===== src/rtl/cpu_controller_fsm.sv =====
// ---------------------------------------------------------------------------
// cpu_controller_fsm
//
// Moore controller that walks the register-file/ALU datapath through one
// instruction at a time. The decoder's opcode/op fields are captured when an
// instruction is accepted in WAIT. Every later decision uses that captured
// copy, so the decoder is free to change underneath a running instruction.
//
// Ports
//   clk        rising-edge clock
//   reset_n    asynchronous, active-low reset (forces WAIT immediately)
//   s          start: accept the current instruction (only looked at in WAIT)
//   opcode     instruction class from the decoder (110 = MOV, 101 = ALU)
//   op         sub-op from the decoder
//   w          1 while idle in WAIT and ready for s
//   nsel       one-hot register select: 100 = Rn, 010 = Rd, 001 = Rm, 000 = none
//   vsel       writeback source: 00 = datapath C, 10 = sign-extended im8
//   loada      load A register
//   loadb      load B register
//   loadc      load C register
//   loads      load status flags
//   asel       1 = force ALU A input to zero
//   bsel       1 = ALU B from im5 (this controller never uses it)
//   write      register-file write enable
//   state_dbg  current state code
// ---------------------------------------------------------------------------
module cpu_controller_fsm (
    input  logic       clk,
    input  logic       reset_n,
    input  logic       s,
    input  logic [2:0] opcode,
    input  logic [1:0] op,
    output logic       w,
    output logic [2:0] nsel,
    output logic [1:0] vsel,
    output logic       loada,
    output logic       loadb,
    output logic       loadc,
    output logic       loads,
    output logic       asel,
    output logic       bsel,
    output logic       write,
    output logic [2:0] state_dbg
);

    typedef enum logic [2:0] {
        S_WAIT      = 3'd0,
        S_DECODE    = 3'd1,
        S_GETA      = 3'd2,
        S_GETB      = 3'd3,
        S_COMPUTE   = 3'd4,
        S_WRITE_REG = 3'd5,
        S_WRITE_IMM = 3'd6,
        S_UNUSED    = 3'd7
    } state_t;

    state_t     state;
    state_t     next_state;
    logic [2:0] opcode_q;
    logic [1:0] op_q;
    logic [4:0] instr_q;
    logic       is_cmp;
    logic       is_a_zero;

    assign instr_q = {opcode_q, op_q};

    // CMP only updates flags; MOV reg and MVN pass Rm through with A forced
    // to zero, so both route around GETA and need asel in COMPUTE.
    assign is_cmp    = (instr_q == 5'b101_01);
    assign is_a_zero = (instr_q == 5'b110_00) || (instr_q == 5'b101_11);

    // State register. Reset drops straight to WAIT so any in-flight write or
    // load strobe disappears in the same instant.
    always_ff @(posedge clk or negedge reset_n) begin
        if (!reset_n) begin
            state <= S_WAIT;
        end else begin
            state <= next_state;
        end
    end

    // Capture the instruction fields at the accepting edge only.
    always_ff @(posedge clk or negedge reset_n) begin
        if (!reset_n) begin
            opcode_q <= 3'b000;
            op_q     <= 2'b00;
        end else if (state == S_WAIT && s) begin
            opcode_q <= opcode;
            op_q     <= op;
        end
    end

    // Next-state logic. Unrecognised instructions and the unused code both
    // fall back to WAIT without touching the datapath.
    always_comb begin
        next_state = S_WAIT;
        case (state)
            S_WAIT:   next_state = s ? S_DECODE : S_WAIT;
            S_DECODE: begin
                case (instr_q)
                    5'b110_10:                       next_state = S_WRITE_IMM;
                    5'b110_00:                       next_state = S_GETB;
                    5'b101_00, 5'b101_01, 5'b101_10: next_state = S_GETA;
                    5'b101_11:                       next_state = S_GETB;
                    default:                         next_state = S_WAIT;
                endcase
            end
            S_GETA:      next_state = S_GETB;
            S_GETB:      next_state = S_COMPUTE;
            S_COMPUTE:   next_state = is_cmp ? S_WAIT : S_WRITE_REG;
            S_WRITE_REG: next_state = S_WAIT;
            S_WRITE_IMM: next_state = S_WAIT;
            default:     next_state = S_WAIT;
        endcase
    end

    // Moore outputs: a function of the state and the captured instruction.
    always_comb begin
        w     = 1'b0;
        nsel  = 3'b000;
        vsel  = 2'b00;
        loada = 1'b0;
        loadb = 1'b0;
        loadc = 1'b0;
        loads = 1'b0;
        asel  = 1'b0;
        bsel  = 1'b0;
        write = 1'b0;
        case (state)
            S_WAIT: w = 1'b1;
            S_GETA: begin
                nsel  = 3'b100;
                loada = 1'b1;
            end
            S_GETB: begin
                nsel  = 3'b001;
                loadb = 1'b1;
            end
            S_COMPUTE: begin
                if (is_cmp) begin
                    loads = 1'b1;
                end else begin
                    loadc = 1'b1;
                    asel  = is_a_zero;
                end
            end
            S_WRITE_REG: begin
                nsel  = 3'b010;
                vsel  = 2'b00;
                write = 1'b1;
            end
            S_WRITE_IMM: begin
                nsel  = 3'b100;
                vsel  = 2'b10;
                write = 1'b1;
            end
            default: begin
            end
        endcase
    end

    assign state_dbg = state;

endmodule

===== config.mk =====
export PLATFORM = sky130hd
export DESIGN_NAME = cpu_controller_fsm
export DESIGN_NICKNAME = d
export VERILOG_FILES = /design/src/rtl/cpu_controller_fsm.sv
export SDC_FILE = /design/constraint.sdc
export NUM_CORES = 1
export LEC_CHECK = 0
export ABC_CLOCK_PERIOD_IN_PS = 4200
export BUFFER_PORTS_ARGS = -buffer_cell sky130_fd_sc_hd__buf_2
export CORE_AREA = 5 5 42 44
export DETAILED_ROUTE_END_ITERATION = 7
export DIE_AREA = 0 0 47 49
export PLACE_DENSITY = 0.7
export SYNTH_ARGS = -nofsm -noshare
export SYNTH_HDL_FRONTEND = slang
export SYNTH_SLANG_ARGS = --single-unit

===== constraint.sdc =====
create_clock -name clk -period 4.2 [get_ports clk]
set_input_delay 0.84 -clock clk [delete_from_list [all_inputs] [get_ports clk]]
set_output_delay 0.84 -clock clk [all_outputs]
set_load 0.03 [all_outputs]

==> results.cfg, run 1 <==
[cells_and_area]
area_delta_synth_final_pct = 25.1
n_antenna_cell = 0
layout-drive-gt1-share_pct = 48.6
fillers = 160
nNetsFinal = 80

[timing]
fin_skew_ns = 0.00833
rsz0062_at_grt = false
fin_setup_tns_ns = 0
min_period_over_period_pct = 60.8
fin_crit_ns = 2.55
finalSetupViolCount = 0
finalHoldViolations = 0
slew_viol_final = 0
max_freq_mhz = 392
fin_ws_ns = 1.65
hold_slack_ns = 0.412

[setup_path]
crit_path_start_kind = register
worstSetupEndpointType = output port
cp_max_fo = 8
r2r-end = opcode_q[1]$_DFFE_PN0P_
critPathKind = register to output port
r2r_start = state_dbg[2]$_DFF_PN0_
critPathArrivalTime_ns = 1.71
required_ns = 3.36
r2r_slack_ns = 2.71
r2r_cells = 3

[global_route]
antenna_found_initial = 0
grt_pass1_vias = 408
grt-ovfl-total = 0
track_usage_pct = 11.3
grt_max_degree = 10
grt_pass1_wl_um = 1870

[floorplan]
num_rows = 14
die_h_um = 49
core_um2 = 1400
fp.dieW_um = 47
start_util_pct = 35.2
io_pins = 24
die_area_um2 = 2300

[placement]
dp_hpwl_um = 895
pre_cts_slack_ns = 1.93
numPortBuffers = 21
place_congestion = 0.750

[pwr]
ir_worst_vdd_mv = 0.250
switching_share_pct = 45.4
p_sw_mw = 0.186
internal-power_mw = 0.223
p_seq_share_pct = 38.1
comb_power_share_pct = 47.4
cellPowerDensity_nw_per_um2 = 663
pwr-share-clk_pct = 14.5
p_leak_nw = 0.314

[drt]
via_count = 440
vias_per_cell = 5.12
finalWirelength_um = 1080
antenna_left = 0
drt-pass1-iter-count = 4
drc = 0
wire_per_inst_um = 12.5
drt_iter0_markers = 4

[logic_synthesis]
synthAdderAreaFrac_pct = 0
ys_ff_latch = 8
synth.mux.area_fraction_pct = 9.14
yosysSeqAreaShare_pct = 40.6
synth-compound-area-share_pct = 14.2
synthCells = 49
synth_area_per_cell_um2 = 10.1
synth_top_family_by_area = simple AND/OR/NAND/NOR gates
synth_xor_area_share_pct = 0
synth_area_um2 = 493
synth_cell_types = 27
synth_warnings = 0
synthSimpleGateAreaFrac_pct = 27.4

[clock_network]
clkSinkCount = 8
htree_levels = 1
cts_max_path_buffers = 2
cts_resized = 0
root_buffer = clkbuf_4
post_cts_buffers = 0
clkSlewWorstSetupHoldPaths_ns = 0.06
clk_latency_ns = 0.26
cts_tree = built
numCtsBuffers = 3
hold_buffers = 0

[run]
maxCapViolations = 0

[hold_path]
min_path_type = input port to async pin

[status]
run_status = finished, final reports clean
worst max-delay path by stage:
stage | startpoint | endpoint | slack, ns | cells after the start
after global routing | state_dbg[2]$_DFF_PN0_ | asel | 1.52 | 4
after global placement | state_dbg[1]$_DFF_PN0_ | asel | 1.95 | 4
after detailed placement | state_dbg[1]$_DFF_PN0_ | asel | 1.93 | 4
final | state_dbg[1]$_DFF_PN0_ | asel | 1.65 | 4
after CTS | state_dbg[1]$_DFF_PN0_ | asel | 1.64 | 4
after floorplan | state_dbg[2]$_DFF_PN0_ | loads | 1.71 | 2
cells in the final DEF, fill, tap and decap left out:
| master | Yosys | routed |
|---|---|---|
| buf_2 | 0 | 21 |
| dfrtp_1 | 8 | 8 |
| nor2_1 | 4 | 4 |
| mux2_2 | 4 | 4 |
| inv_1 | 3 | 3 |
| o21ai_0 | 3 | 3 |
| clkbuf_4 | 0 | 3 |
| or3b_1 | 2 | 2 |
| nor3_1 | 2 | 2 |
| and2_2 | 2 | 2 |
| conb_1 | 1 | 2 |
| nand4b_1 | 1 | 1 |
| o21bai_4 | 1 | 1 |
| nand2b_1 | 1 | 1 |
| nor3_2 | 1 | 1 |
| and2b_1 | 1 | 1 |
| nor3b_1 | 1 | 1 |
| a22oi_1 | 1 | 1 |
| o211ai_1 | 1 | 1 |
| and3_2 | 1 | 1 |
| o21bai_1 | 1 | 1 |
| nor2b_1 | 1 | 1 |
| o21a_1 | 1 | 1 |
| a31oi_1 | 1 | 1 |
| nor3b_2 | 1 | 1 |
| and2_1 | 1 | 1 |
| nand3_1 | 1 | 1 |
kinds of logic after synthesis:
logic type             after synthesis
AO/OA/AOI/OAI                        9
AND/OR/NAND/NOR                     20
flip-flops                           8
multiplexers                         4
other                                1
buffers and inverters                7
final cells by class:
| cell class | instances | area [um2] | share of cell area, % |
|---|---|---|---|
| sequential | 8 | 200 | 32.5 |
| inverter | 3 | 11.3 | 1.83 |
| tap | 16 | 20.0 | 3.25 |
| multi-input combinational | 35 | 258 | 41.8 |
| timing repair buffer | 21 | 105 | 17.0 |
| clock buffer | 3 | 22.5 | 3.65 |
layer usage:
metal	wire length (um)	GRT usage, %
met1	478	13.9
met2	442	16.3
met3	121	3.69
met4	33	6.91
met5	0	0
worst max-delay path, stage by stage (launching register included):
cell	delay (ns)
dfrtp_1	0.45
or3b_1	0.42
o21bai_4	0.20
nor3b_2	0.17
buf_2	0.22
metrics by stage:
step                      power, mW  util [%]  instances  instance area, um2
after floorplan               0.303         -         50                 497
after global placement        0.347      42.4         83                 594
after detailed placement      0.354      42.4         83                 594
after CTS                     0.414      44.0         86                 617
after global routing          0.445      44.0         86                 617
final                         0.409      44.0         86                 617
cell usage after synthesis, drive strengths merged:
| library cell | number | area (um2) |
|---|---|---|
| clkbuf | 1 | 5.00 |
| nor3b | 2 | 20.0 |
| buf | 3 | 22.5 |
| and2b | 1 | 7.51 |
| nand2b | 1 | 6.26 |
| conb | 1 | 3.75 |
| o21a | 1 | 7.51 |
| nand3 | 1 | 5.00 |
| o211ai | 1 | 7.51 |
| o21ai | 3 | 15.0 |
| inv | 3 | 11.3 |
| nor3 | 3 | 20.0 |
| nor2b | 1 | 6.26 |
| and2 | 3 | 21.3 |
| a31oi | 1 | 6.26 |
| mux2 | 4 | 45.0 |
| o21bai | 2 | 26.3 |
| and3 | 1 | 7.51 |
| a22oi | 1 | 7.51 |
| nor2 | 4 | 15.0 |
| nand4b | 1 | 8.76 |
| or3b | 2 | 17.5 |
| dfrtp | 8 | 200 |
flip-flops by register name (all words and copies together), names as in the netlist:
name       flops
op_q           2
opcode_q       3
state_dbg      3
power groups by stage:
stage / clock network (mW) / registers [mW] / logic (mW)
4_1_cts: 0.0616 / 0.156 / 0.197
3_3_place_gp: 0 / 0.153 / 0.194
3_5_place_dp: 0 / 0.157 / 0.196
5_1_grt: 0.0682 / 0.164 / 0.213
6_report: 0.0594 / 0.156 / 0.194
2_1_floorplan: 0 / 0.162 / 0.142
(Power assumes the default switching activity.)
==> run 2: changes to the inputs <==
ABC_AREA = 1   (was default)
ABC_CLOCK_PERIOD_IN_PS = 2200   (was 4200)
PLACE_DENSITY = 0.71   (was 0.7)
clock period = 2.2 ns   (was 4.2 ns; I/O delays follow)
==> run 2 against run 1 <==
Cell area shrank 1.4%. Core utilization decreased by 0.62 points. Global-route usage shrank 0.74 points. Hold slack got worse by 0.40 ns. Clock power grew 92%. Sequential share of layout area is 0.47 points higher. Largest power group unchanged. Critical path depth increased by 1. Via count grew 13%.
==> results.cfg, run 2 <==
[status]
run_status = finished, final reports clean

[global_route]
grt_pass1_wl_um = 1790
antenna_found_initial = 0
grt_max_degree = 10
grt_pass1_vias = 465
grt-ovfl-total = 0
track_usage_pct = 10.5

[floorplan]
io_pins = 24
core_um2 = 1400
fp.dieW_um = 47
die_area_um2 = 2300
start_util_pct = 34.2
num_rows = 14
die_h_um = 49

[logic_synthesis]
synth_warnings = 0
synthMostInstantiatedCell = nand2_1
synthTopCellsByCount = 13 x nand2_1, 12 x nor2_1, 8 x dfrtp_1, 8 x nand3_1, 6 x inv_1
async_reset_ff_share_pct = 100
synth_flop_cell = dfrtp_1
synth_area_um2 = 479
ys_ff_latch = 8
synth_area_per_cell_um2 = 7.05
yosysSeqAreaShare_pct = 41.8
synth_top_area_cell = dfrtp_1
synth_edf_count = 0
synthTopCellsByArea = dfrtp_1 42%, nand2_1 10%, nor2_1 9.4%
synth_cell_types = 16
yosysTopAreaCellShare_pct = 41.8
synthCells = 68

[setup_path]
required_ns = 1.76
worstSetupEndpointType = output port
slowest_delay_ns = 0.35
critPathArrivalTime_ns = 1.31
cp_max_fo = 3
r2r_slack_ns = 1.10
r2r_cells = 6
critPathKind = register to output port
crit_slowest_cell = dfrtp_1
r2r-end = opcode_q[1]$_DFFE_PN0P_
r2r_start = state_dbg[1]$_DFF_PN0_
crit_chain = inv_1 -> nor2_1 -> nand3_1 -> a21oi_1 -> buf_2
crit_path_start_kind = register

[drt]
wire_per_inst_um = 10.2
drt_iter0_markers = 10
via_count = 499
drt-pass1-iter-count = 4
finalWirelength_um = 1080
drc = 0
vias_per_cell = 4.71
antenna_left = 0

[pwr]
cellPowerDensity_nw_per_um2 = 1450
p_leak_nw = 0.364
finalPower_mw = 0.882
ir_worst_vdd_mv = 0.677

[cells_and_area]
n_antenna_cell = 0
layout.cells.non_filler = 106
final_cell_mix = 21 x buf_2, 13 x nand2_1, 12 x nor2_1
regArea_um2 = 200
fillers = 160
layout-drive-gt1-share_pct = 34.4
area_delta_synth_final_pct = 26.9
multi_input_area_um2 = 226
nNetsFinal = 100
final_common_cell = buf_2

[clock_network]
cts_resized = 0
clkSlewWorstSetupHoldPaths_ns = 0.06
hold_buffers = 0
clkSinkCount = 8
cts_max_path_buffers = 2
numCtsBuffers = 3
post_cts_buffers = 0
clk_latency_ns = 0.26
htree_levels = 1
cts_tree = built
root_buffer = clkbuf_4

[run]
maxCapViolations = 0

[timing]
fin_setup_tns_ns = 0
finalHoldViolations = 0
max_freq_mhz = 571
slew_viol_final = 0
fin_skew_ns = 0.00386
fin_crit_ns = 1.75
rsz0062_at_grt = false
min_period_over_period_pct = 79.7
finalSetupViolCount = 0

[placement]
dp_hpwl_um = 909
place_congestion = 0.832
numPortBuffers = 21
dp_cells = 103

[hold_path]
min_path_type = input port to async pin
[run 2: changes by cell type in the layout (fill, tap and decap cells not counted), sizes merged, moves of 2 or more]
cell,delta
a21oi,+4
and2,-3
inv,+6
mux2,-4
nand2,+14
nand3,+7
nor2,+9
nor3,+2
nor3b,-2
o21ai,-2
o21bai,-2
or3b,-2
[run 2: per-layer routing]
metal | GRT usage, % | share of wire, %
met1 | 12.2 | 42
met3 | 2.21 | 9.4
met5 | 0 | 0
met4 | 5.53 | 1.7
met2 | 17.2 | 47
[run 2: worst max path at each step]
stage | start | to | slack, ns
floorplan | state_dbg[1]$_DFF_PN0_ | nsel[0] | 0.005
global placement | state_dbg[0]$_DFF_PN0_ | loads | 0.74
detailed placement | state_dbg[1]$_DFF_PN0_ | loadc | 0.72
CTS | state_dbg[2]$_DFF_PN0_ | write | 0.45
global route | state_dbg[1]$_DFF_PN0_ | nsel[0] | 0.35
finish | opcode_q[1]$_DFFE_PN0P_ | asel | 0.45
[run 2: kinds of logic (layout without fill, tap and decap cells)]
logic type             Yosys count  count (layout)  synth area share [%]
AO/OA/AOI/OAI                    5               5                  6.00
flip-flops                       8               8                  41.8
buffers and inverters           12              33                  11.7
AND/OR/NAND/NOR                 42              42                  39.7
other                            1               2                 0.783
[run 2: area by class of cell]
type / count / share of cell area [%]
clock buffer: 3 / 3.70
inverter: 9 / 5.56
multi-input combinational: 49 / 37.2
sequential: 8 / 32.9
tap: 16 / 3.29
timing repair buffer: 21 / 17.3
[run 2: through the flow]
stage	hold slack (ns)	setup WS [ns]	util [%]	area [um2]
after floorplan	0.144	0.00474	-	483
after global placement	0.292	0.740	41.8	586
after detailed placement	0.294	0.724	41.8	586
after CTS	0.0160	0.449	43.4	608
after global routing	0.0240	0.352	43.4	608
final	0.0129	0.447	43.4	608
[run 2: worst max-delay path, delay by kind of cell (launching register included)]
family | cells | cell delay [ns]
flip-flops | 1 | 0.35
buffers and inverters | 2 | 0.29
AND/OR/NAND/NOR | 2 | 0.26
AO/OA/AOI/OAI | 1 | 0.16
[run 2: report_power, final]
part           switching, mW  internal [mW]  leakage, nW
Combinational          0.345          0.142        0.253
Sequential            0.0674          0.215       0.0971
Clock                 0.0513         0.0625       0.0138
Total                  0.463          0.419        0.364
